`config.mk`:
```
export PLATFORM = sky130hd
export DESIGN_NAME = i2s_adc_receiver
export DESIGN_NICKNAME = d
export VERILOG_FILES = /design/src/rtl/i2s_pkg.sv /design/src/rtl/i2s_adc_receiver_sync_edge.sv /design/src/rtl/i2s_adc_receiver.sv
export SDC_FILE = /design/constraint.sdc
export NUM_CORES = 1
export LEC_CHECK = 0
export ABC_CLOCK_PERIOD_IN_PS = 2300
export CAP_MARGIN = 5
export CORE_UTILIZATION = 50
export DETAILED_ROUTE_END_ITERATION = 16
export DONT_BUFFER_PORTS = 1
export GPL_ROUTABILITY_DRIVEN = 0
export PLACE_DENSITY = 0.62
export SYNTH_ARGS = -nofsm -noshare
export SYNTH_HDL_FRONTEND = slang
export SYNTH_SLANG_ARGS = --single-unit
export TNS_END_PERCENT = 30
```
`constraint.sdc`:
```
create_clock -name CLK -period 2.3 [get_ports CLK]
set_clock_uncertainty 0.05 [all_clocks]
set_input_delay 0.23 -clock CLK [delete_from_list [all_inputs] [get_ports CLK]]
set_output_delay 0.23 -clock CLK [all_outputs]
set_load 0.01 [all_outputs]
```
`src/rtl/i2s_pkg.sv`:
```
// Shared types and constants for the I2S ADC capture path.
package i2s_pkg;

    localparam int unsigned DATA_W_DEF = 24;
    localparam int unsigned CNT_W      = 6;
    localparam int unsigned MAX_SLOT   = 32;

    typedef enum logic [1:0] {
        IDLE  = 2'd0,
        LEFT  = 2'd1,
        RIGHT = 2'd2
    } state_t;

endpackage

```
`src/rtl/i2s_adc_receiver_sync_edge.sv`:
```
// Multi-flop synchroniser for one codec pin, with an optional rising-edge pulse.
module i2s_sync_edge
    import i2s_pkg::*;
#(
    parameter int unsigned STAGES  = 2,
    parameter bit          EDGE_EN = 1'b1
) (
    input  logic CLK,
    input  logic RST,
    input  logic d,
    output logic q,
    output logic rise_c
);

    logic [STAGES-1:0] chain;

    always_ff @(posedge CLK or negedge RST) begin
        if (!RST) chain <= '0;
        else      chain <= {chain[STAGES-2:0], d};
    end

    assign q = chain[STAGES-1];

    generate
        if (EDGE_EN) begin : g_edge
            logic prev;
            always_ff @(posedge CLK or negedge RST) begin
                if (!RST) prev <= 1'b0;
                else      prev <= q;
            end
            assign rise_c = q & ~prev;
        end else begin : g_no_edge
            assign rise_c = 1'b0;
        end
    endgenerate

endmodule

```
`src/rtl/i2s_adc_receiver.sv`:
```
// Slave-mode I2S capture of one stereo pair per LRC frame onto a valid/ready port.
// Optional slot-length checking is compiled in with I2S_RX_FRAME_CHECK_EN.
module i2s_adc_receiver
    import i2s_pkg::*;
#(
    parameter int unsigned DATA_W      = DATA_W_DEF,
    parameter int unsigned SYNC_STAGES = 2
) (
    input  logic              CLK,
    input  logic              RST,
    input  logic              BCLK,
    input  logic              ADCLRC,
    input  logic              ADCDAT,
    output logic [DATA_W-1:0] L_DATA,
    output logic [DATA_W-1:0] R_DATA,
    output logic              DATA_VALID,
    input  logic              DATA_READY,
    output logic              OVERFLOW,
    input  logic              OVF_CLR,
    output logic              FRAME_ERR
);

    logic brise_c, lrc, dat;
    logic bclk_lvl_unused, lrc_rise_unused, dat_rise_unused;

    i2s_sync_edge #(.STAGES(SYNC_STAGES), .EDGE_EN(1'b1)) u_bclk (
        .CLK(CLK), .RST(RST), .d(BCLK), .q(bclk_lvl_unused), .rise_c(brise_c));
    i2s_sync_edge #(.STAGES(SYNC_STAGES), .EDGE_EN(1'b0)) u_lrc (
        .CLK(CLK), .RST(RST), .d(ADCLRC), .q(lrc), .rise_c(lrc_rise_unused));
    i2s_sync_edge #(.STAGES(SYNC_STAGES), .EDGE_EN(1'b0)) u_dat (
        .CLK(CLK), .RST(RST), .d(ADCDAT), .q(dat), .rise_c(dat_rise_unused));

    state_t             state, state_nx;
    logic               lrc_prev;
    logic [CNT_W-1:0]   cnt;
    logic [DATA_W-1:0]  sreg, word_c, l_word;
    logic               lrc_up_c, lrc_dn_c;
    logic               shift_en_c, left_done_c, pair_done_c, load_c;

    assign lrc_up_c = brise_c & ~lrc_prev &  lrc;
    assign lrc_dn_c = brise_c &  lrc_prev & ~lrc;

    always_ff @(posedge CLK or negedge RST) begin
        if (!RST) state <= IDLE;
        else      state <= state_nx;
    end

    always_comb begin
        state_nx = state;
        case (state)
            IDLE:    if (lrc_dn_c) state_nx = LEFT;
            LEFT:    if (lrc_up_c) state_nx = RIGHT;
            RIGHT:   if (lrc_dn_c) state_nx = LEFT;
            default: state_nx = IDLE;
        endcase
    end

    // The bit on an LRC change still belongs to the word being closed.
    always_comb begin
        shift_en_c  = 1'b0;
        left_done_c = 1'b0;
        pair_done_c = 1'b0;
        case (state)
            LEFT: begin
                shift_en_c  = brise_c;
                left_done_c = lrc_up_c;
            end
            RIGHT: begin
                shift_en_c  = brise_c;
                pair_done_c = lrc_dn_c;
            end
            default: ;
        endcase
    end

    // Place the current bit by position so short words end up left-aligned.
    always_comb begin
        word_c = sreg;
        for (int i = 0; i < int'(DATA_W); i++) begin
            if (cnt == CNT_W'(int'(DATA_W) - 1 - i)) word_c[i] = dat;
        end
    end

    always_ff @(posedge CLK or negedge RST) begin
        if (!RST) begin
            lrc_prev <= 1'b0;
            sreg     <= '0;
            cnt      <= '0;
            l_word   <= '0;
        end else if (brise_c) begin
            lrc_prev <= lrc;
            if (left_done_c || pair_done_c) begin
                sreg <= '0;
                cnt  <= '0;
            end else if (shift_en_c) begin
                sreg <= word_c;
                cnt  <= (cnt == '1) ? cnt : cnt + CNT_W'(1);
            end
            if (left_done_c) l_word <= word_c;
        end
    end

    assign load_c = pair_done_c & (~DATA_VALID | DATA_READY);

    always_ff @(posedge CLK or negedge RST) begin
        if (!RST) begin
            L_DATA     <= '0;
            R_DATA     <= '0;
            DATA_VALID <= 1'b0;
            OVERFLOW   <= 1'b0;
        end else begin
            if (load_c) begin
                L_DATA     <= l_word;
                R_DATA     <= word_c;
                DATA_VALID <= 1'b1;
            end else if (DATA_READY) begin
                DATA_VALID <= 1'b0;
            end
            if (pair_done_c && !load_c) OVERFLOW <= 1'b1;
            else if (OVF_CLR)           OVERFLOW <= 1'b0;
        end
    end

`ifdef I2S_RX_FRAME_CHECK_EN
    // cnt holds the bits before the closing one, so slot length is cnt+1.
    logic slot_bad_c, l_bad;

    assign slot_bad_c = (cnt < CNT_W'(DATA_W - 1)) || (cnt >= CNT_W'(MAX_SLOT));

    always_ff @(posedge CLK or negedge RST) begin
        if (!RST) begin
            l_bad     <= 1'b0;
            FRAME_ERR <= 1'b0;
        end else begin
            if (left_done_c) l_bad <= slot_bad_c;
            FRAME_ERR <= pair_done_c & (l_bad | slot_bad_c);
        end
    end
`else
    assign FRAME_ERR = 1'b0;
`endif

endmodule
```
Word level (Yosys, flattened, before mapping)
Cells that the tools add are included.
Widths: inputs -> output; s select.
{"block": "totals", "regBits": 114, "in_bits": 7}
{"block": "classes", "addsub": 1, "n_eq_ne": 29, "n_mux": 39, "bitwise": 11, "reduce_logical": 14}
{"op": "$eq 6x4->1 const B", "count": 8}
{"op": "$eq 6x5->1 const B", "count": 8}
{"op": "$mux 24", "count": 2}
{"op": "$mux 1", "count": 31}
{"op": "$eq 6x3->1 const B", "count": 4}
{"op": "$mux 6", "count": 3}
{"op": "$eq 6x2->1 const B", "count": 2}
{"op": "$add 6x1->6 const B", "count": 1}
{"op": "$and 1x1->1", "count": 6}
{"op": "$eq 6x1->1 const B", "count": 1}
{"op": "$eq 6x6->1 const B", "count": 1}
{"op": "$logic_not 6->1", "count": 1}
{"op": "$reduce_and 2->1", "count": 3}
{"op": "$reduce_bool 2->1", "count": 3}
{"op": "$mux 2", "count": 2}
{"op": "$ne 2x2->1 const B", "count": 2}
{"op": "$not 1->1", "count": 4}
{"op": "$pmux 2 s2", "count": 1}
{"op": "$reduce_or 2->1", "count": 2}
{"op": "$reduce_and 3->1", "count": 1}
{"op": "$eq 2x1->1 const B", "count": 1}
{"op": "$eq 2x2->1 const B", "count": 1}
{"op": "$logic_not 2->1", "count": 1}
{"op": "$ne 2x1->1 const B", "count": 1}
{"op": "4 further kinds", "count": 4}

Depth between registers and ports, before layout
Gate-level depths: netlist of the first run.
{"block": "depth", "depth_word": 9, "ltp_mapped": 8, "mapped_depth_nobuf": 6}

Cells and area by module
Synthesis of the first run repeated with hierarchy kept, for this count alone.
{"block": "unflattened", "hier_cells": 462, "hier_area_um2": 5099.9}
{"module": "i2s_adc_receiver", "n_inst": 1, "cells_per_inst": 450, "area_per_inst_um2": 4888.4}
{"module": "i2s_sync_edge (u_dat ...)", "n_inst": 2, "cells_per_inst": 4, "area_per_inst_um2": 61.3}
{"module": "i2s_sync_edge (u_bclk)", "n_inst": 1, "cells_per_inst": 4, "area_per_inst_um2": 88.8}

Worst setup path before layout of the first run
Ideal clock, no wire load.
{"block": "synth_timing", "kind": "register to register", "from": "reg state[0]", "to": "reg state[1]", "setup_time_ps": 125, "arrival_time_ps": 1672, "required_time_ps": 2125, "path_slack_ps": 453, "stages_incl_launch_ff": 7, "period_less_slack_ps": 1847, "cell_sequence": "dfrtp_1 inv_1 ha_1 or4b_1 o21ai_0 o21ai_1 mux2_2"}
{"block": "synth_between", "elab_chain_len": 4, "elab_cells_between_ends": 8}
{"item": "start: declaration", "line": "i2s_adc_receiver.sv:33", "text": "state_t state, state_nx;"}
{"item": "start signal: assignment", "line": "i2s_adc_receiver.sv:45", "text": "else state <= state_nx;"}
{"item": "$eq 2x2->1 or $logic_not 2->1 (tied branches)", "line": "i2s_adc_receiver.sv:50", "text": "case (state)"}
{"item": "$reduce_or 2->1 (no source line)"}
{"item": "$ne 2x1->1 (no source line)"}
{"item": "$reduce_and 2->1 (no source line)"}
Several ways; a longest one is shown, not always the timed one.
A chain may end at the register's enable or synchronous reset.

Worst setup path in the final report of the first run
{"block": "layout_timing", "from": "reg cnt[5]", "to": "reg R_DATA[6]"}
{"block": "layout_between", "elab_chain_len": 2}
{"item": "start: declaration", "line": "i2s_adc_receiver.sv:35", "text": "logic [CNT_W-1:0] cnt;"}
{"item": "start signal: assignment", "line": "i2s_adc_receiver.sv:97", "text": "cnt <= (cnt == '1) ? cnt : cnt + CNT_W'(1);"}
{"item": "$eq 6x5->1", "line": "i2s_adc_receiver.sv:80", "text": "if (cnt == CNT_W'(int'(DATA_W) - 1 - i)) word_c[i] = dat;"}
{"item": "$mux 1", "line": "i2s_adc_receiver.sv:80"}
{"item": "end signal: assignment", "line": "i2s_adc_receiver.sv:114", "text": "R_DATA <= word_c;"}
{"item": "end: declaration", "line": "i2s_adc_receiver.sv:15", "text": "output logic [DATA_W-1:0] R_DATA,"}
No other way between the ends.

==> results.yml, run 1 <==
outcome:
  status: "finished, violations left"
  violations: "hold timing"
routing:
  via_per_inst: 5.55
  wl_um: 10300
  drc_errors: 0
  wl_per_cell_um: 17.1
  first_pass_iters: 5
  ant_nets: 0
  drt_iter0_markers: 135
  vias: 3329
cells_and_area:
  drive_above_1_share_pct: 22.5
  syn2layout_area_growth_pct: 16.2
  nets: 470
  stdcell_area_mm2: 0.00605
  nFillCells: 778
  antenna_cells: 0
  utilization_pct: 61.1
synth:
  ys.flop_type: "dfrtp_1"
  yosysTopAreaCellShare_pct: 54.8
  syn-num-nets: 457
  ys_seq_elements: 114
  yosysWarnings: 0
  yosysSeqAreaShare_pct: 54.8
  ys_async_sr_fraction_pct: 100
  ys_types: 48
  synthTopCellsByCount: "114 x dfrtp_1, 50 x mux2_2, 50 x nand2_1"
  synth.top_cells.by_area: "dfrtp_1 55%, mux2_2 11%, mux2i_1 7.3%"
  syn_area_per_cell_um2: 11.8
  syn_area_mm2: 0.00520
  synth_top_area_cell: "dfrtp_1"
  synth_edf_count: 0
  synth_cells: 441
  yosysMostFrequentCell: "dfrtp_1"
pwr:
  p_per_area_mw_per_mm2: 996
  ir_worst_vdd_mv: 0.510
  power_frac_comb_pct: 13.8
  power_frac_clock_pct: 46.4
  switching_share_pct: 26.2
  leakage_nw: 3.07
  seq_power_share_pct: 39.8
  p_int_mw: 4.45
  p_sw_mw: 1.58
floorplanning:
  io_pins: 58
  die_w_um: 104
  num_rows: 36
  die_h_um: 104
  core_area_mm2: 0.00991
  die_area_mm2: 0.0108
  start_util_pct: 52.5
clock_tree:
  h-tree-depth: 4
  cts-resized-gates: 0
  numCtsBuffers: 17
  cts_hold_buffers: 6
  insertion_delay_ns: 0.51
  post-cts-setup-buffers: 0
  cts-root-buf: "clkbuf_8"
  clock_tree.buffer_depth: 2
  cts_sinks: 114
  path_clk_slew_ns: 0.06
  cts_tree: "yes"
timing:
  fin_ws_ns: 0.274
  timing_hold_violations_final: 114
  fmax_ghz: 0.494
  rsz0062_at_grt: "false"
  layout_min_cycle_time_ns: 2.03
  setup_viol: 0
  slew_viol_final: 0
  max_slew.worst_pin.slew_ns: 0.680
  finalSetupTns_ns: 0
  fin_crit_sh_pct: 88.1
  timing.hold.ws_ns: -0.640
  relSlewSlack_pct: 54.7
grt:
  grt.total_usage_pct: 21.1
  antenna_found_initial: 0
  grt_pass1_vias: 3367
  grt-ovfl-total: 0
  grt_pass1_wl_um: 17700
  grt_max_degree: 115
placement:
  hpwlAfterDp_um: 6670
  dp_slack_ns: 0.312
  place_area_mm2: 0.00536
  io_buffers: 0
worst_setup_path:
  crit_path_max_fanout: 19
  path_class: "register to register"
  crit_start: "cnt[5]"
  cp-end-kind: "register"
  timing.rr.start: "cnt[5]"
  arrival_ns: 2.37
  start_kind: "register"
  cp.required_ns: 2.65
worst_hold_path:
  min_path_type: "input pin to async pin"
run:
  max-cap-violations: 0
[routing by layer]
metal  routed length, µm  vias to the layer above  track usage (%)
li1                    -                     1579                -
met1                4800                     1649             28.2
met2                4750                       86             30.9
met3                 559                       15             7.71
met4                 171                        0             8.67
met5                   0                        -                0
[layout by cell type, fill, tap and decap left out, drive strengths merged, types with 4 or more instances in the layout]
cell type	instances
dfrtp	114
mux2	56
nand2	50
mux2i	38
o21ai	22
clkbuf	21
inv	20
nand3	19
buf	14
nor3	11
o211ai	10
o31ai	10
ha	9
nor2	8
nand3b	6
dlygate4sd3	6
nand2b	6
clkinv	5
bufinv	5
a21oi	4
nor2b	4
nor3b	4
[metrics by stage]
stage	power (mW)	instances
final	6.02	600
after global routing	6.31	600
after CTS	6.08	600
after detailed placement	3.25	562
after global placement	3.23	562
after floorplan	2.99	441
[power by group through the flow]
stage | sequential [mW] | clock (mW) | combinational [mW]
6_report | 2.40 | 2.79 | 0.833
4_1_cts | 2.40 | 2.85 | 0.831
3_3_place_gp | 2.42 | 0 | 0.812
3_5_place_dp | 2.43 | 0 | 0.822
5_1_grt | 2.43 | 2.94 | 0.941
2_1_floorplan | 2.36 | 0 | 0.635
[cells by family (layout without fill, tap and decap cells)]
group                      after synthesis  after routing  share of synthesized area (%)
other                                    1              1                         0.0720
adders and majority gates                9              9                           2.16
and+or+nand+nor                        122            122                           12.4
DFF                                    114            114                           54.8
buffers and inverters                   46             72                           3.94
muxes                                   94             94                           19.9
AOI/OAI and AO/OA                       55             55                           6.78
[state kept, by name (all words and copies together) (netlist names), 2 cells and up]
register      count
L_DATA           24
R_DATA           24
l_word           24
sreg             24
cnt               6
state             2
u_bclk.chain      2
u_dat.chain       2
u_lrc.chain       2
[final cells by class]
class	instances	area, µm²	share of cell area (%)
timing repair buffer	20	178	2.94
clock buffer	21	449	7.42
sequential	114	2850	47.1
tap	133	166	2.75
clock inverter	11	183	3.02
multi-input combinational	281	2150	35.5
inverter	20	75.1	1.24
[worst max-delay path: stages, from the launching register on]
cell      delay, ns
dfrtp_1        0.60
nand3b_1       0.38
nor3_1         0.23
mux2_2         0.38
mux2_4         0.27
[path summary, 6_finish.rpt]
| check | end | cells past startpoint | slack [ns] |
|---|---|---|---|
| min reg2reg | u_lrc.chain[1] | 0 | 0.30 |
| max | R_DATA[6] | 4 | 0.27 |
| min | L_DATA[1] | 0 | -0.64 |
| max in group asynchronous | sreg[23] | 0 | 2.69 |
| min in group CLK | u_lrc.chain[0] | 1 | 0.22 |
| max reg2reg | R_DATA[6] | 4 | 0.27 |
Power figures use the tool's default switching activity.
==> run 2: changes to the inputs <==
SYNTH_HIERARCHICAL = 1   (was not set)
==> results.yml, run 2 <==
floorplanning:
  die_w_um: 103
  die_h_um: 103
  io_pins: 58
  num_rows: 36
  start_util_pct: 51.7
  die_area_mm2: 0.0106
  core_area_mm2: 0.00982
clock_tree:
  cts_sinks: 114
  path_clk_slew_ns: 0.06
  clock_tree.buffer_depth: 2
  insertion_delay_ns: 0.52
  numCtsBuffers: 17
  cts-resized-gates: 0
  cts_tree: "yes"
  cts-root-buf: "clkbuf_8"
  cts_hold_buffers: 6
  h-tree-depth: 4
timing:
  max_slew.worst_pin.slew_ns: 0.583
  finalSetupTns_ns: 0
  layout_min_cycle_time_ns: 2.12
  timing_hold_violations_final: 114
  timing.hold.ws_ns: -0.645
  fin_ws_ns: 0.180
  setup_viol: 0
  fmax_ghz: 0.472
  rsz0062_at_grt: "false"
  relSlewSlack_pct: 60.8
  slew_viol_final: 0
  fin_crit_sh_pct: 92.2
pwr:
  p_per_area_mw_per_mm2: 1040
  power_frac_clock_pct: 43.4
  ir_worst_vdd_mv: 0.679
  switching_share_pct: 28.3
  seq_power_share_pct: 39.3
  leakage_nw: 2.80
  p_int_mw: 4.35
  power_frac_comb_pct: 17.3
  p_sw_mw: 1.71
cells_and_area:
  antenna_cells: 0
  layout_commonest_cell: "dfrtp_1"
  final_cells: 606
  syn2layout_area_growth_pct: 15.0
  nets: 477
  drive_above_1_share_pct: 17.5
  layout_common_cells: "114 x dfrtp_1, 88 x nand2_1, 53 x o21ai_0"
  stdcell_area_mm2: 0.00584
routing:
  drt_iter0_markers: 145
  wl_um: 10300
  ant_nets: 0
  wl_per_cell_um: 17.0
  drc_errors: 0
  via_per_inst: 5.56
  vias: 3369
  first_pass_iters: 4
run:
  max-cap-violations: 0
worst_setup_path:
  path_class: "register to register"
  timing.rr.start: "state[0]"
  cp.required_ns: 2.64
  cp-end-kind: "register"
  start_kind: "register"
  arrival_ns: 2.46
  r2r-end: "sreg[1]"
  crit_path_max_fanout: 8
  reg2reg_slack_ns: 0.18
  ff2ff_path_depth: 6
grt:
  grt_pass1_wl_um: 16900
  grt_max_degree: 115
  grt-ovfl-total: 0
  grt_pass1_vias: 3277
  antenna_found_initial: 0
  grt.total_usage_pct: 21.4
outcome:
  status: "finished, violations left"
  violations: "hold timing"
synth:
  syn_area_mm2: 0.00508
  syn_area_per_cell_um2: 11.1
  synth_cells: 458
  syn-num-nets: 474
  yosysWarnings: 6
placement:
  place_area_mm2: 0.00517
  hpwlAfterDp_um: 6770
  dp_slack_ns: 0.203
  io_buffers: 0
  dp.cells: 569
worst_hold_path:
  min_path_type: "input pin to async pin"
[run 2: how the worst max path moves through the flow]
| stage | startpoint | end | cells past startpoint |
|---|---|---|---|
| 4_1_cts | state[0] | sreg[5] | 6 |
| 5_1_grt | state[0] | sreg[5] | 6 |
| 6_report | state[0] | sreg[1] | 6 |
| 3_5_place_dp | state[0] | sreg[5] | 6 |
| 3_3_place_gp | state[0] | sreg[7] | 6 |
| 2_1_floorplan | state[0] | sreg[13] | 8 |
[run 2: area by class of cell]
cell class,count,area (µm²)
Clock inverter,9,129
Sequential cell,114,2850
Inverter,6,22.5
Timing Repair Buffer,17,155
Clock buffer,22,473
Tap cell,133,166
Multi-Input combinational cell,305,2040
Fill cell,845,3980
[run 2: stage by stage]
stage	util, %	total power, mW
floorplan	-	3.16
global placement	52.7	3.42
detailed placement	52.7	3.46
CTS	59.4	6.12
global route	59.4	6.36
finish	59.4	6.06
[run 2: layer usage]
| metal | share of wire [%] | vias up | GRT usage, % |
|---|---|---|---|
| met1 | 47 | 1670 | 28.4 |
| met5 | 0 | - | 0 |
| li1 | - | 1625 | - |
| met4 | 0.72 | 0 | 5.85 |
| met3 | 5.3 | 9 | 7.32 |
| met2 | 47 | 65 | 33.7 |
[run 2: what timing repair did]
item	in CTS	in global routing
hold endpoints to repair	119	114
endpoints found under the setup margin	0	0
setup buffers	0	0
[run 2: power by group through the flow]
stage	Combinational (mW)	Clock, mW	Sequential (mW)
finish	1.05	2.63	2.38
global route	1.17	2.77	2.41
CTS	1.05	2.68	2.38
detailed placement	1.04	0	2.42
global placement	1.01	0	2.41
floorplan	0.796	0	2.36
[run 2: critical path, stage by stage, from the launching register on]
cell	delay, ns
dfrtp_1	0.41
inv_1	0.08
ha_1	0.37
nand2_2	0.13
or4b_1	0.63
o211ai_1	0.22
o31ai_1	0.09
